## config.mk

```make
export PLATFORM = sky130hd
export DESIGN_NAME = serial_cmd_scheduler
export DESIGN_NICKNAME = d
export VERILOG_FILES = /design/src/rtl/serial_cmd_scheduler.sv
export SDC_FILE = /design/constraint.sdc
export NUM_CORES = 1
export LEC_CHECK = 0
export ABC_AREA = 1
export CAP_MARGIN = 40
export CORE_UTILIZATION = 55
export DETAILED_ROUTE_END_ITERATION = 8
export PLACE_DENSITY = 0.77
export SLEW_MARGIN = 20
export SYNTH_ARGS = -nofsm -noshare
export SYNTH_HDL_FRONTEND = slang
export SYNTH_SLANG_ARGS = --single-unit
```

## constraint.sdc

```tcl
create_clock -name clk -period 8.3 [get_ports clk]
set_clock_uncertainty 0.2 [all_clocks]
set_input_delay 1.66 -clock clk [delete_from_list [all_inputs] [get_ports clk]]
set_output_delay 1.66 -clock clk [all_outputs]
set_load 0.01 [all_outputs]
```

## src/rtl/serial_cmd_scheduler.sv

```systemverilog
// serial_cmd_scheduler
//   Front-end between the UART receiver and the diff_freq serializers.
//   Assembles PACK_NUM-byte packets (4 pattern, 4 freq, 1 control), decodes
//   them, keeps one pending command per channel and dispatches one load per
//   cycle to an idle channel using round-robin arbitration.
// Ports:
//   clk, rst_n         clock, synchronous active-low reset
//   i_data             received byte, valid while i_rx_done_tick is high
//   i_rx_done_tick     one-cycle byte strobe
//   i_ch_busy          per-channel serializer busy
//   o_load             one-hot load strobe; o_pattern/o_freq/o_mode/o_idle_lvl
//                      are meaningful only while it is set
//   o_stop             one-hot stop strobe
//   o_frame_err        partial packet dropped on inter-byte timeout
//   o_cmd_err          invalid control byte (bad cmd or channel)
//   o_overflow         load rejected because the channel slot was occupied
module serial_cmd_scheduler #(
  parameter int DATA_BIT    = 32,
  parameter int PACK_NUM    = 9,
  parameter int CH_NUM      = 3,
  parameter int TIMEOUT_CLK = 1_000_000,
  parameter int TO_BIT      = 20
) (
  input  logic                clk,
  input  logic                rst_n,
  input  logic [7:0]          i_data,
  input  logic                i_rx_done_tick,
  input  logic [CH_NUM-1:0]   i_ch_busy,
  output logic [CH_NUM-1:0]   o_load,
  output logic [DATA_BIT-1:0] o_pattern,
  output logic [DATA_BIT-1:0] o_freq,
  output logic                o_mode,
  output logic                o_idle_lvl,
  output logic [CH_NUM-1:0]   o_stop,
  output logic                o_frame_err,
  output logic                o_cmd_err,
  output logic                o_overflow
);
  localparam int CNT_W = $clog2(PACK_NUM);
  localparam int PTR_W = (CH_NUM > 1) ? $clog2(CH_NUM) : 1;
  localparam int BUF_W = 2 * DATA_BIT;

  // assembler
  logic [CNT_W-1:0]  byte_cnt_q, byte_cnt_d;
  logic [TO_BIT-1:0] to_cnt_q, to_cnt_d;
  logic [BUF_W-1:0]  buf_q, buf_d;
  logic [7:0]        ctrl_q, ctrl_d;
  logic              dec_vld_q, dec_vld_d;
  logic              frame_err_q, frame_err_d;

  // pending slots
  logic [CH_NUM-1:0]   slot_vld_q, slot_vld_d;
  logic [DATA_BIT-1:0] slot_pat_q  [CH_NUM];
  logic [DATA_BIT-1:0] slot_freq_q [CH_NUM];
  logic [CH_NUM-1:0]   slot_mode_q, slot_idle_q;

  // decode / dispatch
  logic [CH_NUM-1:0]   ch_oh, stop_oh, load_hit, wr_oh, req, grant_oh;
  logic                ch_ok, is_load, is_stop, cmd_err_d, overflow_d, found;
  logic [PTR_W-1:0]    rr_ptr_q, rr_ptr_d;
  logic [DATA_BIT-1:0] sel_pat, sel_freq;
  logic                sel_mode, sel_idle;

  // output registers
  logic [CH_NUM-1:0]   load_q, stop_q;
  logic [DATA_BIT-1:0] pat_q, freq_q;
  logic                mode_q, idle_q, cmd_err_q, overflow_q;

  // Bytes 0..7 shift into buf_q MSB first, so pattern ends up in the upper
  // half; the control byte is captured separately and decoded next cycle.
  // buf_q is only read in the decode cycle, before any new byte can land.
  always_comb begin
    byte_cnt_d  = byte_cnt_q;
    to_cnt_d    = to_cnt_q;
    buf_d       = buf_q;
    ctrl_d      = ctrl_q;
    dec_vld_d   = 1'b0;
    frame_err_d = 1'b0;
    if (i_rx_done_tick) begin
      to_cnt_d = '0;                       // a tick always beats the timeout
      if (byte_cnt_q == CNT_W'(PACK_NUM - 1)) begin
        byte_cnt_d = '0;
        ctrl_d     = i_data;
        dec_vld_d  = 1'b1;
      end else begin
        byte_cnt_d = byte_cnt_q + 1'b1;
        buf_d      = {buf_q[BUF_W-9:0], i_data};
      end
    end else if (byte_cnt_q != '0) begin
      if (to_cnt_q == TO_BIT'(TIMEOUT_CLK)) begin
        byte_cnt_d  = '0;
        to_cnt_d    = '0;
        frame_err_d = 1'b1;
      end else begin
        to_cnt_d = to_cnt_q + 1'b1;
      end
    end
  end

  // Decode: an out-of-range channel leaves ch_oh all zero.
  always_comb begin
    for (int c = 0; c < CH_NUM; c++) ch_oh[c] = (int'(ctrl_q[7:4]) == c);
    ch_ok      = |ch_oh;
    is_load    = dec_vld_q && ch_ok && (ctrl_q[1:0] == 2'b01);
    is_stop    = dec_vld_q && ch_ok && (ctrl_q[1:0] == 2'b10);
    cmd_err_d  = dec_vld_q && !is_load && !is_stop;
    stop_oh    = is_stop ? ch_oh : '0;
    load_hit   = is_load ? ch_oh : '0;
    overflow_d = |(load_hit & slot_vld_q);
    wr_oh      = load_hit & ~slot_vld_q;
  end

  // Round-robin: scan pointer..CH_NUM-1 first, then 0..pointer-1. A stop
  // decoding this cycle masks its channel so the stop wins over dispatch.
  always_comb begin
    req      = slot_vld_q & ~i_ch_busy & ~stop_oh;
    grant_oh = '0;
    found    = 1'b0;
    rr_ptr_d = rr_ptr_q;
    sel_pat  = '0;
    sel_freq = '0;
    sel_mode = 1'b0;
    sel_idle = 1'b0;
    for (int p = 0; p < 2; p++) begin
      for (int c = 0; c < CH_NUM; c++) begin
        if (((p == 0) == (c >= int'(rr_ptr_q))) && !found && req[c]) begin
          found       = 1'b1;
          grant_oh[c] = 1'b1;
          rr_ptr_d    = PTR_W'((c + 1 == CH_NUM) ? 0 : c + 1);
          sel_pat     = slot_pat_q[c];
          sel_freq    = slot_freq_q[c];
          sel_mode    = slot_mode_q[c];
          sel_idle    = slot_idle_q[c];
        end
      end
    end
    slot_vld_d = (slot_vld_q | wr_oh) & ~grant_oh & ~stop_oh;
  end

  always_ff @(posedge clk) begin
    if (!rst_n) begin
      byte_cnt_q  <= '0;
      to_cnt_q    <= '0;
      buf_q       <= '0;
      ctrl_q      <= '0;
      dec_vld_q   <= 1'b0;
      slot_vld_q  <= '0;
      rr_ptr_q    <= '0;
      load_q      <= '0;
      stop_q      <= '0;
      pat_q       <= '0;
      freq_q      <= '0;
      mode_q      <= 1'b0;
      idle_q      <= 1'b0;
      frame_err_q <= 1'b0;
      cmd_err_q   <= 1'b0;
      overflow_q  <= 1'b0;
    end else begin
      byte_cnt_q  <= byte_cnt_d;
      to_cnt_q    <= to_cnt_d;
      buf_q       <= buf_d;
      ctrl_q      <= ctrl_d;
      dec_vld_q   <= dec_vld_d;
      slot_vld_q  <= slot_vld_d;
      rr_ptr_q    <= rr_ptr_d;
      load_q      <= grant_oh;
      stop_q      <= stop_oh;
      frame_err_q <= frame_err_d;
      cmd_err_q   <= cmd_err_d;
      overflow_q  <= overflow_d;
      if (found) begin
        pat_q  <= sel_pat;
        freq_q <= sel_freq;
        mode_q <= sel_mode;
        idle_q <= sel_idle;
      end
    end
  end

  // Slot payload needs no reset: it is only consumed behind slot_vld_q.
  always_ff @(posedge clk) begin
    for (int c = 0; c < CH_NUM; c++) begin
      if (wr_oh[c]) begin
        slot_pat_q[c]  <= buf_q[BUF_W-1 -: DATA_BIT];
        slot_freq_q[c] <= buf_q[DATA_BIT-1:0];
        slot_mode_q[c] <= ctrl_q[2];
        slot_idle_q[c] <= ctrl_q[3];
      end
    end
  end

  assign o_load      = load_q;
  assign o_pattern   = pat_q;
  assign o_freq      = freq_q;
  assign o_mode      = mode_q;
  assign o_idle_lvl  = idle_q;
  assign o_stop      = stop_q;
  assign o_frame_err = frame_err_q;
  assign o_cmd_err   = cmd_err_q;
  assign o_overflow  = overflow_q;
endmodule

```

# After elaboration in Yosys (flattened, before gate mapping)
# Memory sizes are Yosys's and may differ from the RTL's.
# Cells that the tools add are included.
totals:
  elab_cells: 163
  memories: 2
  mem_bits_rw: 192
  input_bits: 14
  regBits: 183
op_classes:
  reduce_logical: 43
  addsub: 2
  magnitude_cmp: 3
  n_eq_ne: 6
  bitwise: 17
  n_mux: 67
memory_table:
  columns: ["memory", "words", "word_bits", "rd", "rd_ports_with_merged_regs", "wr", "line", "rtl"]
  rows:
  - ["slot_freq_q", 3, 32, 3, 0, 1, "54", "logic [DATA_BIT-1:0] slot_freq_q [CH_NUM];"]
  - ["slot_pat_q", 3, 32, 3, 0, 1, "53", "logic [DATA_BIT-1:0] slot_pat_q [CH_NUM];"]
ops:
  columns: ["operator", "n"]
  rows:
  - ["32-bit two-way mux", 16]
  - ["32-bit OR reduction", 4]
  - ["1-bit two-way mux", 35]
  - ["20-bit by 1-bit adder with 20-bit output, second input constant", 1]
  - ["20-bit == test, second input constant", 1]
  - ["20-bit two-way mux", 1]
  - ["3-bit AND", 6]
  - ["2-bit two-way mux", 9]
  - ["1-bit logical AND", 16]
  - ["4-bit two-way mux", 4]
  - ["3-bit NOT", 4]
  - ["3-bit OR reduction", 4]
  - ["2-bit AND reduction", 4]
  - ["4-bit nonzero test", 2]
  - ["1-bit zero test", 7]
  - ["3-bit two-way mux", 2]
  - ["1-bit NOT", 6]
  - ["5-bit nonzero test", 1]
  - ["4-bit by 1-bit adder with 4-bit output, second input constant", 1]
  - ["4-bit by 2-bit == test with 1-bit output, second input constant", 1]
  - ["4-bit by 3-bit == test with 1-bit output, second input constant", 1]
  - ["4-bit == test, second input constant", 1]
  - ["1-bit by 2-bit >= comparator with 1-bit output, first input constant", 2]
  - ["4-bit zero test", 1]
  - ["6 further kinds", 8]

# Longest topological paths before layout
# Gate-level depths: netlist of run 1.
logic_depth:
  ltp_word: 32
  depth_mapped: 15
  depth_no_buf: 13

# Least setup slack after synthesis of run 1
# No wires, ideal clock.
synth_timing:
  path_type: "register to register"
  startpoint: "register ctrl_q[0]"
  endpoint: "memory slot_freq_q[2][0], in the netlist slot_freq_q[0][64] (enable)"
  stages_incl_launch_ff: 5
  arrival_ns: 3.805
  setup_time_ns: 0.491
  path_slack_ns: 3.804
  period_less_slack_ns: 4.496
  cell_sequence: "dfxtp_1 > inv_1 > nor4_1 > nand2_1 > nor2_1"
synth_via:
  word_cells_on_any_way: 16
  classes_between: "eq/ne: 1; mux: 11; bitwise: 1; reduce/logical: 3"
synth_lines:
  columns: ["item", "line", "rtl"]
  rows:
  - ["start, declared", "47", "logic [7:0] ctrl_q, ctrl_d;"]
  - ["start signal, assigned", "162", "ctrl_q <= ctrl_d;"]
  - ["2-bit by 1-bit == test with 1-bit output (*)", "104", "is_load = dec_vld_q && ch_ok && (ctrl_q[1:0] == 2'b01);"]
  - ["1-bit logical AND (*)", "104", null]
  - ["3-bit two-way mux (*)", "108", "load_hit = is_load ? ch_oh : '0;"]
  - ["3-bit AND (*)", "110", "wr_oh = load_hit & ~slot_vld_q;"]
  - ["via wr_oh[2]", "58", "logic [CH_NUM-1:0] ch_oh, stop_oh, load_hit, wr_oh, req, grant_oh;"]
  - ["1-bit two-way mux (*)", "183", "if (wr_oh[c]) begin"]
  - ["1-bit two-way mux (not written as such) (*)", "185", "slot_freq_q[c] <= buf_q[DATA_BIT-1:0];"]
  - ["32-bit OR reduction (no source line)", null, null]
  - ["2-bit two-way mux (no source line) / 1-bit two-way mux (equally long branches)", null, null]
  - ["end, declared", "54", null]
# Mark *: on every way through the listed nets, which the timed path passes. The rest lies on a longest branch.

# Final worst setup path of run 1
layout_timing:
  startpoint: "input i_ch_busy[0]"
  endpoint: "register pat_q[16], in the netlist o_pattern[16]"
layout_via:
  elab_chain_len: 25
  word_cells_on_any_way: 31
  classes_between: "mux: 12; bitwise: 3; reduce/logical: 16"
layout_rtl:
  columns: ["item", "line", "rtl"]
  rows:
  - ["start, declared", "28", "input logic [CH_NUM-1:0] i_ch_busy,"]
  - ["3-bit NOT (*)", "116", "req = slot_vld_q & ~i_ch_busy & ~stop_oh;"]
  - ["3-bit AND (*) (2 in series)", "116", null]
  - ["1-bit logical AND", "126", "if (((p == 0) == (c >= int'(rr_ptr_q))) && !found && req[c]) begin"]
  - ["1-bit two-way mux", "126", null]
  - ["1-bit zero test", "126", null]
  - ["1-bit logical AND (2 in series)", "126", null]
  - ["1-bit two-way mux", "126", null]
  - ["1-bit zero test", "126", null]
  - ["(+4 left out)", null, null]
  - ["1-bit logical AND (2 in series)", "126", null]
  - ["1-bit two-way mux", "126", null]
  - ["1-bit zero test", "126", null]
  - ["1-bit logical AND (2 in series)", "126", null]
  - ["1-bit two-way mux", "126", null]
  - ["1-bit zero test", "126", null]
  - ["1-bit logical AND (2 in series)", "126", null]
  - ["32-bit two-way mux / 1-bit two-way mux (equally long branches)", "126", null]
  - ["end signal, assigned", "172", "pat_q <= sel_pat;"]
  - ["end, declared", "66", "logic [DATA_BIT-1:0] pat_q, freq_q;"]
# Every way passes the cells marked *; elsewhere a longest branch is shown, timed or not.
# A chain may end at the register's enable or synchronous reset.

==> results.toml, run 1 <==
[run_status]
status = "finished clean"

[synth]
synthFlopType = "edfxtp_1"
synth_top_area_share_pct = 36.4
synth_top_area_cell = "edfxtp_1"
ys_warn_count = 0
yosysSeqAreaShare_pct = 58.1
synth_cell_types = 35
netlist_instances = 1880
synthArstFlopShare_pct = 0
ys_ff_latch = 375
synth_edf_count = 198
ys_top_cells_by_area = "edfxtp_1 (36%), dfxtp_1 (22%), nor2_1 (11%)"
synth_area_per_cell_um2 = 8.69
synth_nets = 1898
synth.cell_area_um2 = 16300

[sta]
relSlewSlack_pct = 40.4
hold_viol = 0
layout_setup_ws_ns = 3.50
setup_viol = 0
fin_setup_tns_ns = 0
slew_viol_final = 0
period_share_pct = 57.9
worstMarginPinSlew_ns = 0.894
rsz0062_at_grt = "false"
clock.fmax_ghz = 0.208
period_needed_ns = 4.80

[placement]
post-place-cells = 2256
dp_slack_ns = 3.05
placement.io_buffers = 88
placed_area_um2 = 17400
hpwl_um = 23100
gp_congestion = 0.856

[route]
drc = 0
dr.pass1.iters = 6
ant_nets = 0
wire_per_inst_um = 17.9
routed-via-count = 13434
avgViaCountPerCell = 5.77
wl_um = 41600
initialDrtViolationCount = 1430

[setup_path]
crit_top_cell = "nor2_1"
cp_slowest_cell = "buf_4"
crit_required_ns = 8.49
path_cells = "clkdlybuf4s50_1 > nor2_1 > nand3_4 > nand4_1 > buf_4 > nor2_1 > nor2_1 > nand3_1 > nor2_1 > nor2_1"
worstSetupStartpointType = "input pin"
critPathKind = "input pin to flip-flop"
worstPathMaxFanout = 63
critPathArrivalTime_ns = 4.99
endpoint_kind = "flip-flop"
rrSetupSlack_ns = 4.28
cpPeakStageDelay_ns = 0.76

[floorplan]
die_y_um = 174
die_w_um = 174
rows = 62
io_pins = 89
start_util_pct = 56.4
core_um2 = 28900
dieArea_um2 = 30400

[grt]
grt.overflow.total = 0
antenna_found_initial = 0
grt.total_usage_pct = 27.2
grt_max_degree = 82
grt_pass1_vias = 13271
grt_pass1_wl_um = 66400

[cts]
cts_buffer_depth = 3
cts.clk_slew.worst_paths_ns = 0.06
cts.repair.resized = 0
postCtsHoldBufs = 0
cts_tree = "yes"
root_buffer = "clkbuf_16"
cts_sinks = 375
postCtsSetupRepairBufs = 0
htreeDepth = 2
clk_latency_ns = 0.53
cts_buffers = 39

[job]
cap_violations = 0

[final_layout]
diodes = 0
final_nets = 1933
n_fill_cell = 2280
design_area_um2 = 18700
drive_above_1_share_pct = 6.07
instances_no_fill = 2329
syn_to_final_growth_pct = 14.5

[power]
powerDensity_nw_per_um2 = 202
leakage_nw = 7.11
ir_worst_vdd_uv = 153
total_power_mw = 3.79

[hold_path]
hold_class = "flip-flop to flip-flop"
[registers in the layout, summed over array words and instances, names as in the netlist]
signal / cells
o_mode: 1
slot_idle_q: 3
o_idle_lvl: 1
rr_ptr_q: 2
buf_q: 64
slot_freq_q: 96
o_load: 3
slot_mode_q: 3
to_cnt_q: 20
slot_vld_q: 3
o_freq: 32
o_stop: 3
byte_cnt_q: 4
o_pattern: 32
o_frame_err: 1
o_cmd_err: 1
ctrl_q: 8
dec_vld_q: 1
slot_pat_q: 96
o_overflow: 1
[power breakdown]
part           internal, mW  switching, mW  leakage (nW)
registers              1.97         0.0259          3.24
clock network          1.01          0.697         0.617
logic                0.0238         0.0552          3.25
total                  3.01          0.778          7.11
[worst paths after layout]
| kind | start | to | cells after the start |
|---|---|---|---|
| min reg2reg | dec_vld_q | o_cmd_err | 2 |
| max | i_ch_busy[0] | o_pattern[16] | 10 |
| max reg2reg | rr_ptr_q[1] | o_freq[22] | 13 |
| min | dec_vld_q | o_cmd_err | 2 |
[layer usage]
layer  global-route usage [%]  vias up  wire [um]
li1                         -     6340          -
met2                     48.0      676      21000
met4                     11.4        0       1090
met3                     3.67       87       3520
met1                     33.5     6331      16000
met5                        0        -          0
[per-stage QoR]
stage               utilization, %  hold WS (ns)
CTS                           64.4         0.262
global route                  64.6         0.283
detailed placement            60.1         0.260
global placement              59.7         0.248
finish                        64.6         0.257
floorplan                        -         0.234
[logic make-up (layout without fill, tap and decap cells)]
logic type | Yosys count | after routing | synth area share, %
flops | 375 | 375 | 58.1
buf+inv | 300 | 365 | 7.80
xor+xnor | 11 | 11 | 0.590
fa+ha+maj | 4 | 4 | 0.306
simple gates | 1081 | 1081 | 29.7
compound gates | 109 | 109 | 3.50
[cell usage in the layout (no fill, tap or decap), drive strengths merged]
cell and n:
o21ai 77, ha 4, clkdlybuf4s50 87, clkbuf 51, nor3 17, o211a 1
clkinv 17, a21oi 24, o211ai 1, a211oi 4, nand4 143, nor4 8
dfxtp 177, bufinv 3, nand3b 1, xnor2 1, nor2 499, xor2 10
inv 181, edfxtp 198, nand2 191, o22ai 1, nand3 222, o21a 1
buf 26
[cells in the mapped netlist, types with 2 or more instances]
| cell type | n |
|---|---|
| nor3_2 | 3 |
| buf_6 | 8 |
| buf_2 | 28 |
| nand3_2 | 6 |
| ha_1 | 4 |
| a211oi_1 | 4 |
| nand2_2 | 3 |
| clkbuf_1 | 65 |
| nor4_1 | 8 |
| nand4_1 | 143 |
| dfxtp_1 | 177 |
| nor2_1 | 493 |
| nand3_1 | 215 |
| nand2_1 | 187 |
| o21ai_0 | 76 |
| nor3_1 | 14 |
| edfxtp_1 | 198 |
| inv_1 | 170 |
| inv_2 | 11 |
| buf_4 | 14 |
| nor2_2 | 3 |
| a21oi_1 | 24 |
| xor2_1 | 10 |
| nor2_4 | 2 |
| buf_1 | 4 |
[cell type report]
type | instances | area [um^2] | share of cell area, %
Sequential cell | 375 | 9490 | 50.8
Multi-Input combinational cell | 1205 | 5610 | 30.0
Timing Repair Buffer | 113 | 1190 | 6.36
Clock buffer | 51 | 1080 | 5.79
Inverter | 181 | 679 | 3.63
Tap cell | 384 | 480 | 2.57
Clock inverter | 20 | 164 | 0.877
[critical path: cells and delay by family]
kind                   cells  cell delay (ns)
buffers and inverters      2             1.18
AND/OR/NAND/NOR            8             2.10
Note: power is estimated with default switching activity, not from simulation.
==> run 2, diff against run 1 <==
- clock period: 8.3 -> 4.7 ns (I/O delays scaled with it)
==> results.toml, run 2 (synthesis results as in run 1) <==
[sta]
period_share_pct = 72.4
hold_ws_ns = 0.257
period_needed_ns = 3.40
relSlewSlack_pct = 48.2
hold_viol = 0
worstMarginPinSlew_ns = 0.776
setup_viol = 0
layout_setup_ws_ns = 1.30
slew_viol_final = 0
rsz0062_at_grt = "false"
clock.fmax_ghz = 0.294
fin_setup_tns_ns = 0

[placement]
placed_area_um2 = 17400
dp_slack_ns = 0.807
hpwl_um = 23600
gp_congestion = 0.887
placement.io_buffers = 88

[setup_path]
worst-path-buf-inv = 4
path_delay_family = "buffers and inverters"
endpoint_kind = "flip-flop"
crit_top_cell = "nor2_1"
crit_required_ns = 4.96
critPathArrivalTime_ns = 3.67
r2r_cells = 10
worstSetupStartpointType = "input pin"
worstPathMaxFanout = 48
cpPeakStageDelay_ns = 0.55
path_cells = "clkdlybuf4s50_1 > nor2_1 > nand3_4 > buf_4 > inv_2 > buf_4 > nand2_1 > nand3_1 > nor2_1 > nand3_1 > nor2_1 > nor2_1"
path_depth = 12
cp_slowest_cell = "buf_4"
critPathKind = "input pin to flip-flop"

[cts]
postCtsHoldBufs = 0
root_buffer = "clkbuf_16"
htreeDepth = 2
cts_buffers = 39
cts_buffer_depth = 3
postCtsSetupRepairBufs = 0
cts.repair.resized = 0
cts_tree = "yes"
clk_latency_ns = 0.53
cts.clk_slew.worst_paths_ns = 0.06
cts_sinks = 375

[final_layout]
final_nets = 1941
drive_above_1_share_pct = 6.71
most-common-layout-cells = "nor2_1 (490), nand3_1 (215), edfxtp_1 (198), nand2_1 (187), dfxtp_1 (176)"
syn_to_final_growth_pct = 14.6
final_common_cell = "nor2_1"
reg_top3 = "slot_freq_q: 96 flops, slot_pat_q: 96 flops, buf_q: 64 flops"
design_area_um2 = 18700
diodes = 0

[floorplan]
io_pins = 89
core_um2 = 28900
die_y_um = 174
dieArea_um2 = 30400
die_w_um = 174
start_util_pct = 56.4
rows = 62

[route]
dr.pass1.iters = 8
drc = 0
routed-via-count = 13527
avgViaCountPerCell = 5.79
ant_nets = 0
wl_um = 41600
wire_per_inst_um = 17.8
initialDrtViolationCount = 1426

[hold_path]
hold-path-cell-count = 2
hold_class = "flip-flop to flip-flop"

[power]
total_power_mw = 6.63
clkPwrFrac_pct = 44.6
ir_worst_vdd_uv = 433
p_int_mw = 5.26
p_sw_share_pct = 20.6
combinationalPowerShare_pct = 2.1
switchingPower_mw = 1.36
powerDensity_nw_per_um2 = 354
power_frac_seq_pct = 53.3
leakage_nw = 7.14

[grt]
grt_util_met2_pct = 46.4
grt-busiest-layer = "met2"
grt.overflow.total = 0
grtUsageMet3_pct = 4.05
antenna_found_initial = 0
grt_pass1_vias = 12954
grt.total_usage_pct = 27.1
grt_max_degree = 68
use_met1_pct = 34.1
grt_pass1_wl_um = 65800

[job]
cap_violations = 0

[run_status]
status = "finished clean"
## run 2: cell count changes in the layout (fill, tap and decap cells not counted)
cell	previous run	this run
clkinv_2	8	9
clkbuf_8	2	6
buf_4	18	26
clkbuf_16	41	39
clkinv_1	9	3
inv_6	0	3
buf_12	2	5
bufinv_16	3	2
buf_16	5	2
## run 2: path summary, 6_finish.rpt
check | slack, ns | start | end
worst max-delay path | 1.30 | i_ch_busy[0] | o_pattern[10]
worst min-delay path | 0.26 | to_cnt_q[19] | to_cnt_q[19]
worst max register to register | 1.42 | rr_ptr_q[1] | o_freq[12]
worst min register to register | 0.26 | to_cnt_q[19] | to_cnt_q[19]
## run 2: final cells by class
class,count,area [um^2]
Clock buffer,53,1090
Tap cell,384,480
Timing Repair Buffer,121,1230
Sequential cell,375,9490
Multi-Input combinational cell,1205,5610
Inverter,181,679
Fill cell,2277,10200
Clock inverter,17,143
## run 2: worst register-to-register path, stage by stage (launching register included)
cell and delay [ns]:
dfxtp_2 0.71, nor2_1 0.19, nand3_4 0.38, buf_4 0.48, nand3_2 0.14, nor2_4 0.35, o211ai_4 0.12, buf_4 0.30
nor2_1 0.16, nor2_1 0.07, nor2_1 0.10
## run 2: through the flow
stage | util [%] | cells
after floorplan | - | 1880
after global placement | 60.2 | 2264
after detailed placement | 60.2 | 2264
after CTS | 64.5 | 2334
after global routing | 64.7 | 2336
final | 64.7 | 2336
## run 2: power by group through the flow
stage               sequential (mW)  clock, mW  combinational [mW]
finish                         3.53       2.96               0.138
global route                   3.54       3.13               0.155
CTS                            3.53       3.00               0.134
detailed placement             3.60          0               0.132
global placement               3.60          0               0.131
floorplan                      3.58          0              0.0887
## run 2: per-layer routing
metal / up-vias / part of all wire (%)
li1: 6383 / -
met1: 6325 / 39
met2: 700 / 49
met3: 119 / 9.0
met4: 0 / 3.3
met5: - / 0
==> run 3, diff against run 2 <==
- CORE_UTILIZATION: 55 -> 54
- PLACE_DENSITY: 0.77 -> 0.79
- clock period: 4.7 -> 3.1 ns (I/O delays scaled with it)
==> results.toml, run 3 (synthesis results as in run 1) <==
[route]
initialDrtViolationCount = 1445
dr.pass1.iters = 5
wl_um = 42000
routed-via-count = 13647
avgViaCountPerCell = 5.82
drc = 0
ant_nets = 0
wire_per_inst_um = 17.9

[final_layout]
syn_to_final_growth_pct = 16.5
final_nets = 1943
drive_above_1_share_pct = 6.96
most-common-layout-cells = "nor2_1 (490), nand3_1 (215), edfxtp_1 (198), nand2_1 (187), dfxtp_1 (176)"
diodes = 0
final_common_cell = "nor2_1"
reg_top3 = "slot_freq_q: 96 flops, slot_pat_q: 96 flops, buf_q: 64 flops"
n_fill_cell = 2299
design_area_um2 = 19000

[sta]
fin_setup_tns_ns = 0
clock.fmax_ghz = 0.393
hold_viol = 0
rsz0062_at_grt = "false"
setup_viol = 0
slew_viol_final = 0
period_needed_ns = 2.55
relSlewSlack_pct = 36.0
period_share_pct = 82.2
worstMarginPinSlew_ns = 0.960

[run_status]
status = "finished clean"

[power]
leakage_nw = 7.25
total_power_mw = 10.6
powerDensity_nw_per_um2 = 559
ir_worst_vdd_uv = 428

[setup_path]
critPathKind = "flip-flop to flip-flop"
r2r_cells = 12
rrSetupSlack_ns = 0.55
critPathArrivalTime_ns = 2.81
worstPathMaxFanout = 10
rr_endpoint = "to_cnt_q[9]"
worstSetupStartpointType = "flip-flop"
reg2reg_from = "byte_cnt_q[0]"
endpoint_kind = "flip-flop"
crit_required_ns = 3.36

[grt]
antenna_found_initial = 0
grt.overflow.total = 0
grt_max_degree = 82
grt_pass1_vias = 13571
grt_pass1_wl_um = 66400
grt.total_usage_pct = 27.1

[hold_path]
hold_end = "o_cmd_err"
min-delay-start = "dec_vld_q"
hold-path-cell-count = 2
hold_class = "flip-flop to flip-flop"

[floorplan]
core_um2 = 29700
die_y_um = 176
die_w_um = 176
dieArea_um2 = 30900
start_util_pct = 55.0
io_pins = 89
rows = 63

[cts]
cts_buffers = 40
cts_buffer_depth = 3
cts.clk_slew.worst_paths_ns = 0.06
root_buffer = "clkbuf_16"
postCtsSetupRepairBufs = 0
cts.repair.resized = 0
cts_sinks = 375
postCtsHoldBufs = 0
cts_tree = "yes"
htreeDepth = 2
clk_latency_ns = 0.53

[placement]
placement.io_buffers = 88
placed_area_um2 = 17600
hpwl_um = 23500
gp_congestion = 0.904

[job]
cap_violations = 0
run 3: cell types whose count changed in the layout (fill, tap and decap cells not counted), moves of 3 or more:
cell and change:
bufinv_16 +6, buf_4 -9, clkbuf_1 -4, clkbuf_8 -5
inv_6 -3, clkbuf_16 +3, buf_12 +12
run 3: how the worst max path moves through the flow:
stage | cells past startpoint | start | slack (ns) | to
final | 12 | byte_cnt_q[0] | 0.55 | to_cnt_q[9]
after global routing | 12 | byte_cnt_q[0] | 0.27 | to_cnt_q[9]
after CTS | 12 | byte_cnt_q[0] | 0.58 | to_cnt_q[9]
after detailed placement | 11 | i_ch_busy[0] | 0.24 | o_pattern[19]
after global placement | 11 | i_ch_busy[0] | 0.28 | o_pattern[7]
after floorplan | 4 | ctrl_q[0] | 0.41 | slot_freq_q[0][64]
run 3: power by group:
group,total [mW],internal (mW),switching [mW]
Clock,5.07,3.16,1.91
Sequential,5.35,5.28,0.0719
Combinational,0.211,0.0656,0.145
run 3: metal layers:
metal	track usage (%)	up-vias	routed length, um
met5	0	-	0
met4	13.9	0	1350
met1	31.0	6415	15700
met2	48.5	747	21300
li1	-	6362	-
met3	4.55	123	3560
run 3: stage by stage:
step,setup slack [ns],hold slack [ns],std cells,utilization [%]
2_1_floorplan,0.405,0.234,1880,-
3_3_place_gp,0.278,0.248,2272,59.2
3_5_place_dp,0.239,0.256,2272,59.2
4_1_cts,0.578,0.266,2344,63.9
5_1_grt,0.273,0.289,2345,64.0
6_report,0.553,0.264,2345,64.0
run 3: worst max-delay path, stage by stage (launching register included):
cell     delay [ns]
dfxtp_1        0.34
inv_1          0.07
ha_1           0.13
inv_1          0.06
nor3_2         0.45
inv_2          0.22
nand3_1        0.19
nand2_1        0.15
inv_2          0.08
nand2_1        0.21
inv_2          0.17
o21ai_0        0.09
a21oi_1        0.12
run 3: area by class of cell:
class / instances / area [um^2] / share of cell area (%)
Sequential cell: 375 / 9490 / 49.9
Clock inverter: 25 / 330 / 1.74
Tap cell: 390 / 488 / 2.57
Inverter: 181 / 679 / 3.57
Clock buffer: 47 / 1080 / 5.68
Multi-Input combinational cell: 1205 / 5610 / 29.5
Timing Repair Buffer: 122 / 1340 / 7.06
